`src/rtl/pipe_ctrl_if.sv`:
```
// pipe_ctrl_if: sequencing signals exchanged between the core datapath and pipe_ctrl.
//   Core -> controller : ext_stall, fetch_valid, redirect, load_start
//   Controller -> core : hold, pause, stage_ce, stage_valid, kill,
//                        perf_cycles, perf_retired, perf_stall
//   master modport = controller side, slave modport = core side.
interface pipe_ctrl_if #(
    parameter int STAGES = 3,
    parameter int CNT_W  = 32
);
    logic              ext_stall;
    logic              fetch_valid;
    logic              redirect;
    logic              load_start;
    logic              hold;
    logic              pause;
    logic [STAGES-1:0] stage_ce;
    logic [STAGES-1:0] stage_valid;
    logic [STAGES-1:0] kill;
    logic [CNT_W-1:0]  perf_cycles;
    logic [CNT_W-1:0]  perf_retired;
    logic [CNT_W-1:0]  perf_stall;

    modport master (
        input  ext_stall, fetch_valid, redirect, load_start,
        output hold, pause, stage_ce, stage_valid, kill,
        output perf_cycles, perf_retired, perf_stall
    );

    modport slave (
        output ext_stall, fetch_valid, redirect, load_start,
        input  hold, pause, stage_ce, stage_valid, kill,
        input  perf_cycles, perf_retired, perf_stall
    );
endinterface

```
`src/rtl/pipe_ctrl.sv`:
```
// pipe_ctrl: pipeline sequencing controller for the in-order core.
//   Tracks a valid bit per stage and produces the global hold, per-stage clock
//   enables and kill strobes; owns the load-pause FSM and the post-redirect
//   bubble counter.
//   Ports: clk, reset (synchronous, active-high), bus (pipe_ctrl_if.master):
//     ext_stall, fetch_valid, redirect, load_start in;
//     hold, pause, stage_ce, stage_valid, kill, perf_* out.
//   Build option: define PIPE_CTRL_PERF_EN to implement the performance
//   counters; otherwise perf_* are tied to 0 and no counter flops exist.
module pipe_ctrl #(
    parameter int STAGES         = 3,
    parameter int REDIRECT_STAGE = 1,
    parameter int LOAD_LAT       = 1,
    parameter int BUBBLE_CYCLES  = 1,
    parameter int CNT_W          = 32
) (
    input logic         clk,
    input logic         reset,
    pipe_ctrl_if.master bus
);
    localparam int LW = LOAD_LAT > 1 ? $clog2(LOAD_LAT) : 1;
    localparam int BW = BUBBLE_CYCLES > 0 ? $clog2(BUBBLE_CYCLES + 1) : 1;
    localparam logic [LW-1:0] LAT_M1 = LW'(LOAD_LAT > 0 ? LOAD_LAT - 1 : 0);
    localparam logic [BW-1:0] BUB_INIT = BW'(BUBBLE_CYCLES);
    // The stage-0 slot written at the redirect edge is already empty, so the
    // counter only has to cover the remaining BUBBLE_CYCLES-1 slots.
    localparam logic [BW-1:0] BUB_ACC = BW'(BUBBLE_CYCLES > 0 ? BUBBLE_CYCLES - 1 : 0);
    localparam logic [STAGES-1:0] KILL_MASK = STAGES'((1 << REDIRECT_STAGE) - 1);

    typedef enum logic [1:0] {IDLE, PAUSE, DONE} state_t;

    state_t            state, state_nx;
    logic [LW-1:0]     cnt, cnt_nx;
    logic [STAGES-1:0] v, v_nx;
    logic [BW-1:0]     bub_cnt, bub_nx;
    logic              trig, pause, hold, acc;
    logic [STAGES-1:0] kill;

    assign trig = bus.load_start & v[STAGES-1] & (LOAD_LAT != 0);

    // cnt holds the pause cycles still owed, including the current one.
    always_comb begin
        state_nx = state;
        cnt_nx   = cnt;
        pause    = 1'b0;
        if (!reset) begin
            case (state)
                IDLE: if (trig) begin
                    pause    = 1'b1;
                    state_nx = LOAD_LAT == 1 ? DONE : PAUSE;
                    cnt_nx   = LAT_M1;
                end
                PAUSE: begin
                    pause = 1'b1;
                    if (!bus.ext_stall) begin
                        cnt_nx   = cnt - 1'b1;
                        state_nx = cnt == LW'(1) ? DONE : PAUSE;
                    end
                end
                DONE: state_nx = bus.ext_stall ? DONE : IDLE;
                default: state_nx = IDLE;
            endcase
        end
    end

    assign hold = bus.ext_stall | pause;
    assign acc  = bus.redirect & v[REDIRECT_STAGE] & ~hold & ~reset;
    assign kill = acc ? KILL_MASK : '0;

    always_comb begin
        v_nx   = v;
        bub_nx = bub_cnt;
        if (!hold) begin
            v_nx   = {v[STAGES-2:0] & ~kill[STAGES-2:0], bus.fetch_valid & (bub_cnt == '0) & ~acc};
            bub_nx = acc ? BUB_ACC : (bub_cnt != '0 ? bub_cnt - 1'b1 : bub_cnt);
        end
    end

    always_ff @(posedge clk) begin
        if (reset) begin
            state   <= IDLE;
            cnt     <= '0;
            v       <= '0;
            bub_cnt <= BUB_INIT;
        end else begin
            state   <= state_nx;
            cnt     <= cnt_nx;
            v       <= v_nx;
            bub_cnt <= bub_nx;
        end
    end

    assign bus.hold        = hold;
    assign bus.pause       = pause;
    assign bus.stage_ce    = {STAGES{~hold}};
    assign bus.stage_valid = v;
    assign bus.kill        = kill;

`ifdef PIPE_CTRL_PERF_EN
    logic [CNT_W-1:0] cyc, ret, stl;

    always_ff @(posedge clk) begin
        if (reset) begin
            cyc <= '0;
            ret <= '0;
            stl <= '0;
        end else begin
            cyc <= cyc + CNT_W'(1);
            ret <= ret + CNT_W'(v[STAGES-1] & ~hold);
            stl <= stl + CNT_W'(hold);
        end
    end

    assign bus.perf_cycles  = cyc;
    assign bus.perf_retired = ret;
    assign bus.perf_stall   = stl;
`else
    assign bus.perf_cycles  = '0;
    assign bus.perf_retired = '0;
    assign bus.perf_stall   = '0;
`endif
endmodule

```
`src/flat_wrapper.sv`:
```
// flat-port wrapper written by rule: the top's interface ports become plain ports
module pipe_ctrl_flat 
#(
    parameter int STAGES         = 3,
    parameter int REDIRECT_STAGE = 1,
    parameter int LOAD_LAT       = 1,
    parameter int BUBBLE_CYCLES  = 1,
    parameter int CNT_W          = 32
)
  (clk, reset, bus_ext_stall, bus_fetch_valid, bus_redirect, bus_load_start, bus_hold, bus_pause, bus_stage_ce, bus_stage_valid, bus_kill, bus_perf_cycles, bus_perf_retired, bus_perf_stall);
  pipe_ctrl_if #(.STAGES(STAGES), .CNT_W(CNT_W)) bus_i ();
  input logic clk;
  input logic reset;
  input wire logic [$bits(bus_i.ext_stall)-1:0] bus_ext_stall;
  input wire logic [$bits(bus_i.fetch_valid)-1:0] bus_fetch_valid;
  input wire logic [$bits(bus_i.redirect)-1:0] bus_redirect;
  input wire logic [$bits(bus_i.load_start)-1:0] bus_load_start;
  output wire logic [$bits(bus_i.hold)-1:0] bus_hold;
  output wire logic [$bits(bus_i.pause)-1:0] bus_pause;
  output wire logic [$bits(bus_i.stage_ce)-1:0] bus_stage_ce;
  output wire logic [$bits(bus_i.stage_valid)-1:0] bus_stage_valid;
  output wire logic [$bits(bus_i.kill)-1:0] bus_kill;
  output wire logic [$bits(bus_i.perf_cycles)-1:0] bus_perf_cycles;
  output wire logic [$bits(bus_i.perf_retired)-1:0] bus_perf_retired;
  output wire logic [$bits(bus_i.perf_stall)-1:0] bus_perf_stall;
  assign bus_i.ext_stall = bus_ext_stall;
  assign bus_i.fetch_valid = bus_fetch_valid;
  assign bus_i.redirect = bus_redirect;
  assign bus_i.load_start = bus_load_start;
  assign bus_hold = bus_i.hold;
  assign bus_pause = bus_i.pause;
  assign bus_stage_ce = bus_i.stage_ce;
  assign bus_stage_valid = bus_i.stage_valid;
  assign bus_kill = bus_i.kill;
  assign bus_perf_cycles = bus_i.perf_cycles;
  assign bus_perf_retired = bus_i.perf_retired;
  assign bus_perf_stall = bus_i.perf_stall;
  pipe_ctrl #(.STAGES(STAGES), .REDIRECT_STAGE(REDIRECT_STAGE), .LOAD_LAT(LOAD_LAT), .BUBBLE_CYCLES(BUBBLE_CYCLES), .CNT_W(CNT_W)) u_core (.clk(clk), .reset(reset), .bus(bus_i));
endmodule
```
`config.mk`:
```
export PLATFORM = sky130hd
export DESIGN_NAME = pipe_ctrl_flat
export DESIGN_NICKNAME = d
export VERILOG_FILES = /design/src/rtl/pipe_ctrl_if.sv /design/src/rtl/pipe_ctrl.sv /design/src/flat_wrapper.sv
export SDC_FILE = /design/constraint.sdc
export NUM_CORES = 1
export LEC_CHECK = 0
export BUFFER_PORTS_ARGS = -buffer_cell sky130_fd_sc_hd__clkbuf_2
export CAP_MARGIN = 15
export CELL_PAD_IN_SITES_DETAIL_PLACEMENT = 1
export CELL_PAD_IN_SITES_GLOBAL_PLACEMENT = 2
export CORE_MARGIN = 3
export CORE_UTILIZATION = 18
export DETAILED_ROUTE_END_ITERATION = 12
export PLACE_DENSITY = 0.93
export SETUP_SLACK_MARGIN = 0.05
export SLEW_MARGIN = 20
export SYNTH_ARGS = -nofsm -noshare
export SYNTH_HDL_FRONTEND = slang
export SYNTH_SLANG_ARGS = --single-unit
export TNS_END_PERCENT = 50
```
`constraint.sdc`:
```
create_clock -name clk -period 3.2 [get_ports clk]
set_input_delay 0.32 -clock clk [delete_from_list [all_inputs] [get_ports clk]]
set_output_delay 0.32 -clock clk [all_outputs]
set_load 0.01 [all_outputs]
```
==> impl_metrics.csv <==
group,metric,value,unit
floorplan,start_util,19.35,%
clocking,path_clk_slew,0.04,ns
clocking,postCtsSetupBuffers,0,
synthesis,synthArstFlopShare,0,%
global_routing,grt_first_pass_wirelength,2332,um
synthesis,ys_seq_elements,7,
detailed_routing,wl,1825,um
sta,hold_viol_final,0,
worst_setup_path,critPathCaptureType,"output port",
power_and_ir_drop,seq_power_share,31.4,%
power_and_ir_drop,leakage,0.0005256,uW
worst_setup_path,timing.rr.end,"u_core.bus.stage_valid[0]$_SDFFE_PP0N_",
synthesis,yosysWarnings,0,
power_and_ir_drop,internal_power,184.7,uW
power_and_ir_drop,switching_share,35.89,%
clocking,clock_latency,0.22,ns
sta,max_clock_freq,565.9,MHz
cells_and_area,fill_cells,742,
synthesis,ys_types,21,
place,io_buffer_count,14,
floorplan,dieArea,7114,um^2
synthesis,synth_most_common_cell,"buf_4",
clocking,clk_path_buf_depth,2,
worst_setup_path,worst_ep_required_time,2.88,ns
clocking,cts_sinks,7,
power_and_ir_drop,power_frac_comb,25.9,%
synthesis,synth_area,1105,um^2
clocking,cts.htree.levels,1,
detailed_routing,wl_per_cell,8.147,um
detailed_routing,ant_nets,0,
worst_hold_path,worstHoldStart,"bus_fetch_valid",
cells_and_area,fin_area,904.6,um^2
synthesis,synth.largest_area_cell,"buf_4",
detailed_routing,dr.first_iter.drc_count,9,
worst_hold_path,hold_class,"in -> reg",
global_routing,grt_overflow,0,
clocking,cts_root_buffer,"clkbuf_8",
detailed_routing,remaining_drc_errors,0,
clocking,ctsHoldBuffers,0,
synthesis,yosys-top-cells-area,"buf_4, dfxtp_1, mux2i_1, nand2b_1, o21bai_4",
floorplan,fp.coreArea,5709,um^2
job,max_cap_violations,0,
cells_and_area,area_growth,-18.12,%
clocking,postCtsResizedCells,0,
worst_setup_path,start_kind,"flip-flop",
cells_and_area,multi_input_area,555.5,um^2
place,placed_area,859.6,um^2
power_and_ir_drop,power_density,318.5,nW/um^2
synthesis,synth_ff_type,"dfxtp_1",
worst_setup_path,critPathMaxStageDelay,0.34,ns
power_and_ir_drop,switchingPower,103.4,uW
floorplan,dieHeight,84.35,um
cells_and_area,post-route-util,15.84,%
synthesis,synth.top_cells.by_count,"buf_4, dfxtp_1, nand2b_1",
worst_setup_path,r2r.worst_path.cells,3,
power_and_ir_drop,ir_drop,0.00007541,V
worst_setup_path,rr_startpoint,"u_core.state[1]$_SDFFE_PP0P_",
global_routing,grt.total_usage,4.146,%
sta,final-setup-viol-count,0,
worst_setup_path,crit_arrival,1.45,ns
floorplan,ioPinCount,113,
place,place_ws,1.560,ns
global_routing,grt_max_degree,10,
sta,setup_tns,0,ns
detailed_routing,via_per_inst,2.536,
worst_setup_path,path_max_fanout,7,
sta,finalCritPeriodShare,55.22,%
outcome,status,"completed",
place,gp_congestion,0.6732,
clocking,cts_buffers,3,
cells_and_area,diodes,0,
synthesis,synth_top_area_share,68.63,%
place,dp_hpwl,1655,um
sta,fin_worst_skew,0.001812,ns
sta,slew_viol_final,0,
worst_setup_path,r2r_slack,2.01,ns
worst_hold_path,hold_depth,3,
worst_hold_path,min_to,"u_core.bus.stage_valid[0]$_SDFFE_PP0N_",
worst_setup_path,cp_slowest_cell,"dfxtp_1",
sta,rsz0062_at_grt,"no",
cells_and_area,nNetsFinal,159,
floorplan,row_count,27,
clocking,cts_tree,"yes",
power_and_ir_drop,p_clk_share,42.7,%
global_routing,antenna_found_initial,0,
sta,fin_crit,1.767,ns
cells_and_area,drive_above_1_share,12.50,%
detailed_routing,vias,568,
detailed_routing,drt_pass1_iterations,2,
sta,setup_slack,1.433,ns
synthesis,ys_seq_area_share,12.68,%
floorplan,die_w,84.35,um
global_routing,first_global_vias,462,
cells_and_area,ff_latch_area,140.1,um^2
synthesis,syn_inst,139,
synthesis,avgSynthCellArea,7.948,um^2
worst_setup_path,path_cells,"a21oi_1 -> o21bai_4 -> nor3_1 -> clkbuf_2",
power_and_ir_drop,fin_total_pwr,288.1,uW
worst_setup_path,worst-setup-path-type,"reg -> out",
synthesis,synth_edf_count,0,
==> logic make-up (layout without fill, tap and decap cells) <==
family | after synthesis | after routing | share of synthesized area, %
DFF | 7 | 7 | 12.68
other | 1 | 98 | 0.3394
AOI/OAI and AO/OA | 8 | 8 | 5.436
muxes | 3 | 3 | 2.718
buffers and inverters | 103 | 19 | 69.99
and+or+nand+nor | 17 | 17 | 8.833
==> through the flow <==
stage / hold slack [ns] / std cells
6_report: 0.3506 / 224
5_1_grt: 0.3667 / 224
4_1_cts: 0.3489 / 224
3_5_place_dp: 0.4574 / 220
3_3_place_gp: 0.4399 / 220
2_1_floorplan: 0.4266 / 236
==> critical path, delay by kind of cell (launching register included) <==
family	cells	cell delay, ns
AOI/OAI and AO/OA	2	0.49
DFF	1	0.34
and+or+nand+nor	1	0.22
buffers and inverters	1	0.17
==> routing by layer <==
metal	vias to the layer above	global-route usage (%)	share of wire (%)
li1	260	-	-
met1	243	4.657	37
met5	-	0	0
met4	0	0.4317	0.22
met2	63	6.743	47
met3	2	2.846	16
==> state kept, by name (all words and copies together) (netlist names) <==
register                cells
u_core.state                2
u_core.bus.stage_valid      3
u_core.bub_cnt              1
u_core.cnt                  1
==> cell type report <==
class,count,share of cell area [%]
well taps,72,9.959
flip-flops and latches,7,15.49
repair buffers,14,7.746
multi-input cells,126,61.41
clock buffers,4,4.979
inverters,1,0.4149
==> cells in the final DEF, fill, tap and decap left out <==
master	Yosys	final
a21o_1	1	1
a21oi_1	3	3
a32oi_1	1	1
and2_1	1	1
clkbuf_1	0	1
clkbuf_2	0	14
clkbuf_8	0	3
conb_1	1	98
dfxtp_1	7	7
inv_1	1	1
mux2i_1	3	3
nand2_1	1	1
nand2b_1	4	4
nand3_1	1	1
nand3b_1	1	1
nor2_1	3	3
nor2b_1	2	2
nor3_1	2	2
nor3b_1	1	1
o21ai_0	2	2
o21bai_4	1	1
or2_4	1	1
==> power groups by stage <==
| stage | Clock [uW] | Combinational, uW | Sequential (uW) |
|---|---|---|---|
| finish | 123 | 74.6 | 90.4 |
| global route | 134 | 82.2 | 90.4 |
| CTS | 128 | 70.7 | 90.4 |
| detailed placement | 0 | 70.7 | 91.8 |
| global placement | 0 | 70.0 | 91.7 |
| floorplan | 0 | 153 | 91.9 |
==> worst max path at each step <==
stage | start | end | slack (ns) | cells past startpoint
floorplan | reset | bus_stage_ce[1] | 1.66 | 5
global placement | bus_load_start | bus_kill[0] | 1.56 | 5
detailed placement | bus_load_start | bus_kill[0] | 1.56 | 5
CTS | u_core.state[0]$_SDFFE_PP0P_ | bus_kill[0] | 1.41 | 4
global route | u_core.state[0]$_SDFFE_PP0P_ | bus_kill[0] | 1.30 | 4
finish | u_core.state[0]$_SDFFE_PP0P_ | bus_kill[0] | 1.43 | 4
Note: power is estimated with default switching activity, not from simulation.
